$ cat src/rtl/lnzd_sparse_scanner.sv
// lnzd_sparse_scanner: accepts one activation mask per transaction and emits
// the positions of its set bits, lowest index first, one per output handshake.
// A parametrised LSB-priority LNZD tree locates the current lowest set bit of
// the held mask; each accepted beat clears that bit until the mask is spent.
module lnzd_sparse_scanner #(
  parameter int DATA_WIDTH = 16,
  parameter int TAG_WIDTH  = 4
) (
  input  logic                          clk,
  input  logic                          rst_n,
  input  logic [DATA_WIDTH-1:0]         in_data,
  input  logic [TAG_WIDTH-1:0]          in_tag,
  input  logic                          in_valid,
  output logic                          in_ready,
  output logic [$clog2(DATA_WIDTH)-1:0] out_pos,
  output logic [$clog2(DATA_WIDTH):0]   out_idx,
  output logic [TAG_WIDTH-1:0]          out_tag,
  output logic                          out_zero,
  output logic                          out_last,
  output logic                          out_valid,
  input  logic                          out_ready
);

  localparam int POS_WIDTH = $clog2(DATA_WIDTH);

  typedef enum logic [0:0] {
    ST_IDLE = 1'b0,
    ST_SCAN = 1'b1
  } state_e;

  state_e                state_q;
  logic [DATA_WIDTH-1:0] mask_q;
  logic [TAG_WIDTH-1:0]  tag_q;
  logic [POS_WIDTH:0]    idx_q;
  logic                  zero_q;

  // mask with its lowest set bit removed; also the single-bit test for last
  logic [DATA_WIDTH-1:0] mask_pop_d;
  logic                  scan_s;
  logic                  last_s;
  logic                  in_xfer_s;

  // tree nodes: level 0 are the mask bits, level POS_WIDTH is the root
  logic [POS_WIDTH-1:0]  node_pos_s [POS_WIDTH+1][DATA_WIDTH];
  logic                  node_vld_s [POS_WIDTH+1][DATA_WIDTH];
  logic [POS_WIDTH-1:0]  tree_pos_s;
  logic                  tree_vld_s;

  // LNZD tree: each merge prefers the LSB half, else prefixes a 1 onto the MSB half
  always_comb begin
    for (int l = 0; l <= POS_WIDTH; l++) begin
      for (int n = 0; n < DATA_WIDTH; n++) begin
        node_vld_s[l][n] = 1'b0;
        node_pos_s[l][n] = {POS_WIDTH{1'b0}};
      end
    end
    for (int n = 0; n < DATA_WIDTH; n++) begin
      node_vld_s[0][n] = mask_q[n];
    end
    for (int l = 1; l <= POS_WIDTH; l++) begin
      for (int n = 0; n < (DATA_WIDTH >> l); n++) begin
        node_vld_s[l][n] = node_vld_s[l-1][2*n] | node_vld_s[l-1][2*n+1];
        if (node_vld_s[l-1][2*n]) begin
          node_pos_s[l][n] = node_pos_s[l-1][2*n];
        end else begin
          node_pos_s[l][n] = node_pos_s[l-1][2*n+1] | (POS_WIDTH'(1) << (l-1));
        end
      end
    end
  end

  assign tree_pos_s = node_pos_s[POS_WIDTH][0];
  assign tree_vld_s = node_vld_s[POS_WIDTH][0];

  assign mask_pop_d = mask_q & (mask_q - {{(DATA_WIDTH-1){1'b0}}, 1'b1});
  assign scan_s     = (state_q == ST_SCAN);
  assign last_s     = (mask_pop_d == {DATA_WIDTH{1'b0}}) | zero_q;

  // Outputs are pure functions of the held state; an empty mask reports position 0
  assign out_valid = scan_s;
  assign out_last  = scan_s & last_s;
  assign out_zero  = scan_s & zero_q;
  assign out_pos   = tree_vld_s ? tree_pos_s : {POS_WIDTH{1'b0}};
  assign out_idx   = idx_q;
  assign out_tag   = tag_q;

  // A new mask is taken when idle, or on the final accepted beat (zero-bubble)
  assign in_ready  = ~scan_s | (out_valid & out_last & out_ready);
  assign in_xfer_s = in_valid & in_ready;

  // Scanner FSM: load mask, pop one set bit per accepted beat, hold under backpressure
  always_ff @(posedge clk or negedge rst_n) begin
    if (!rst_n) begin
      state_q <= ST_IDLE;
      mask_q  <= {DATA_WIDTH{1'b0}};
      tag_q   <= {TAG_WIDTH{1'b0}};
      idx_q   <= {(POS_WIDTH+1){1'b0}};
      zero_q  <= 1'b0;
    end else begin
      case (state_q)
        ST_IDLE: begin
          if (in_xfer_s) begin
            state_q <= ST_SCAN;
            mask_q  <= in_data;
            tag_q   <= in_tag;
            idx_q   <= {(POS_WIDTH+1){1'b0}};
            zero_q  <= (in_data == {DATA_WIDTH{1'b0}});
          end else begin
            state_q <= ST_IDLE;
          end
        end
        ST_SCAN: begin
          if (in_xfer_s) begin
            state_q <= ST_SCAN;
            mask_q  <= in_data;
            tag_q   <= in_tag;
            idx_q   <= {(POS_WIDTH+1){1'b0}};
            zero_q  <= (in_data == {DATA_WIDTH{1'b0}});
          end else if (out_ready && last_s) begin
            state_q <= ST_IDLE;
            mask_q  <= {DATA_WIDTH{1'b0}};
            idx_q   <= {(POS_WIDTH+1){1'b0}};
            zero_q  <= 1'b0;
          end else if (out_ready) begin
            mask_q  <= mask_pop_d;
            idx_q   <= idx_q + {{POS_WIDTH{1'b0}}, 1'b1};
          end else begin
            state_q <= ST_SCAN;
          end
        end
        default: begin
          state_q <= ST_IDLE;
          mask_q  <= {DATA_WIDTH{1'b0}};
          idx_q   <= {(POS_WIDTH+1){1'b0}};
          zero_q  <= 1'b0;
        end
      endcase
    end
  end

endmodule
$ cat config.mk
export PLATFORM = sky130hd
export DESIGN_NAME = lnzd_sparse_scanner
export DESIGN_NICKNAME = d
export VERILOG_FILES = /design/src/rtl/lnzd_sparse_scanner.sv
export SDC_FILE = /design/constraint.sdc
export NUM_CORES = 1
export LEC_CHECK = 0
export CORE_MARGIN = 2
export CORE_UTILIZATION = 45
export CTS_BUF_LIST = sky130_fd_sc_hd__clkbuf_2 sky130_fd_sc_hd__clkbuf_4 sky130_fd_sc_hd__clkbuf_8
export DETAILED_ROUTE_END_ITERATION = 7
export GPL_TIMING_DRIVEN = 0
export PLACE_DENSITY_LB_ADDON = 0.2
export SYNTH_ARGS = -nofsm -noshare
export SYNTH_HDL_FRONTEND = slang
export SYNTH_SLANG_ARGS = --single-unit
$ cat constraint.sdc
create_clock -name clk -period 6.1 [get_ports clk]
set_input_delay 1.22 -clock clk [delete_from_list [all_inputs] [get_ports clk]]
set_output_delay 1.22 -clock clk [all_outputs]
set_load 0.05 [all_outputs]
==> results of run 1 <==
## synth_stat cells (3+ instances only)
cell	n	area, um^2
nand2_1	7	26.3
mux2_1	3	33.8
o21ai_0	6	30.0
o2111a_1	7	78.8
nor2b_1	3	18.8
a21oi_1	8	40.0
nor4_1	5	31.3
dfrtp_1	27	676
or3_1	3	18.8
inv_1	5	18.8
clkbuf_1	6	22.5
a221o_1	15	150
nor3_1	5	25.0
maj3_1	3	30.0
nor2_1	11	41.3
and3_1	3	18.8
and4_4	6	67.6
nand3_1	6	30.0
o22ai_1	3	18.8
## flip-flops by register name (all words and copies together), names as in the netlist
name / flops
mask_q: 16
out_idx: 5
out_tag: 4
out_valid: 1
zero_q: 1
## how the worst min path moves through the flow
stage / startpoint / to / slack (ns) / depth (start not counted)
6_report: out_tag[2] / out_tag[2] / 0.50 / 1
5_1_grt: out_tag[0] / out_tag[0] / 0.54 / 1
4_1_cts: out_tag[2] / out_tag[2] / 0.51 / 1
3_5_place_dp: out_tag[2] / out_tag[2] / 0.48 / 1
3_3_place_gp: out_tag[2] / out_tag[2] / 0.47 / 1
2_1_floorplan: zero_q / zero_q / 0.53 / 1
## per-stage QoR
stage / setup slack (ns) / instances / area [um^2]
floorplan: 2.10 / 169 / 1670
global route: 1.39 / 261 / 2180
detailed placement: 1.87 / 257 / 2130
CTS: 1.53 / 261 / 2180
finish: 1.54 / 261 / 2180
global placement: 1.89 / 257 / 2130
## layer usage
| metal | wire (um) | part of all wire, % | global-route usage, % |
|---|---|---|---|
| met1 | 1960 | 43 | 28.9 |
| met3 | 259 | 5.7 | 4.51 |
| met2 | 2280 | 50 | 39.8 |
| met5 | 0 | 0 | 0 |
| met4 | 54 | 1.2 | 6.12 |
## critical path, stage by stage (launching register included)
cell	delay, ns
dfrtp_1	0.37
clkbuf_1	0.20
or4_1	0.64
nor2_4	0.19
a21oi_1	0.11
nor3_2	0.24
a21oi_2	0.12
buf_6	0.16
nand2b_1	0.15
nand2_1	0.08
clkdlybuf4s50_1	0.80
## cells by family after synthesis
group | count (synthesis) | synth area share [%]
DFF | 27 | 40.4
adders and majority gates | 4 | 2.54
buffers and inverters | 16 | 4.86
and+or+nand+nor | 61 | 22.0
AOI/OAI and AO/OA | 57 | 27.5
muxes | 4 | 2.69
## cell type report
class,count,area [um^2],area share [%]
clock inverter,1,5.00,0.229
clock buffer,3,41.3,1.89
timing repair buffer,40,400,18.4
inverter,5,18.8,0.861
buffer,11,62.6,2.87
sequential,27,676,31.0
multi-input combinational,126,917,42.1
tap,48,60.1,2.75
==> impl_metrics.toml, run 1 <==
[sta]
finalSetupViolations = 0
fin_worst_skew_ns = 0.00935
worstMarginPinSlew_ns = 1.20
post-route-min-period_ns = 4.56
rsz0062_at_grt = "no"
finalMaxSlewViolations = 0
relSlewSlack_pct = 20.1
min_period_over_period_pct = 74.7
hold_violations = 0
worst_hold_slack_ns = 0.502
timing.fmax_ghz = 0.219
fin_setup_tns_ns = 0

[yosys]
syn_nets = 194
ys_ff_latch = 27
synth_edf_count = 0
synth_area_mm2 = 0.00167
synth.distinct_cells = 43
synth_ff_type = "dfrtp_1"
synth_seq_area_share_pct = 40.4
synthArstFlopShare_pct = 100
syn_avg_cell_area_um2 = 9.91
yosys_warnings = 0
synthCells = 169

[route]
antenna_left = 0
vias_per_cell = 6.06
vias = 1581
drc_errors = 0
dr.pass1.iters = 4
dr.first_iter.drc_count = 119
detail_route.wirelength_um = 4550
wl_per_cell_um = 17.4

[placement]
place_congestion = 0.912
dp.final_hpwl_um = 3370
io_buffers = 40

[clocking]
post_cts_buffers = 0
clk_latency_ns = 0.28
ctsResizeCount = 0
numClockSinks = 27
path_clk_slew_ns = 0.10
clockBufferDepth = 2
holdBufCountCts = 0
cts_tree = "yes"
cts_made_buffers = 3
clockRootBuffer = "clkbuf_8"
htreeDepth = 1

[floorplan]
dieArea_mm2 = 0.00422
initial_utilization_pct = 46.4
die_x_um = 65.0
rows = 22
coreArea_mm2 = 0.00361
fp.dieH_um = 65.0
ios = 41

[layout]
drive_gt1_share_pct = 10.8
antenna_cells = 0
final_common_cell = "clkdlybuf4s50_1"
fill_cells = 334
nets = 239
area_growth_pct = 30.3
layout_common_cells = "clkdlybuf4s50_1 (40), dfrtp_1 (27), a221o_1 (15), nor2_1 (11), a21oi_1 (8)"
utilization_pct = 60.5

[setup_path]
cp-start-kind = "register"
arrival_ns = 3.34
critPathKind = "reg -> out"
cp.required_ns = 4.88
worst_setup_path_end_kind = "output port"
ff2ff_setup_slack_ns = 3.41
reg2reg_depth = 9
rr_startpoint = "mask_q[4]"
cp-startpoint = "mask_q[4]"
endpoint = "in_ready"
cp_max_fo = 10
r2r-end = "out_tag[0]"

[global_routing]
grt_max_degree = 28
grt_overflow = 0
grt_pass1_wl_um = 7470
grt_use_total_pct = 22.9
antenna_found_initial = 0
grt_pass1_vias = 1557

[min_path]
hp-class = "reg -> reg"

[flow_run]
cap_violations = 0

[status]
outcome = "completed"
Power of run 1 is not shown: default switching activity piles up to over one toggle a cycle in this logic, so the estimate is an artifact.
==> inputs of run 2 (changes only) <==
- clock period: 6.1 -> 4.7 ns (I/O delays scaled with it)
==> results of run 2 <==
The final DEF is identical to that of run 1. Status: completed.
Main changes from that run: setup slack after placement 1.87 ns -> 0.747 ns; setup slack after layout 1.54 ns -> 0.421 ns; register-to-register setup slack 3.41 ns -> 2.01 ns
Power of run 2 is left out for the same reason.
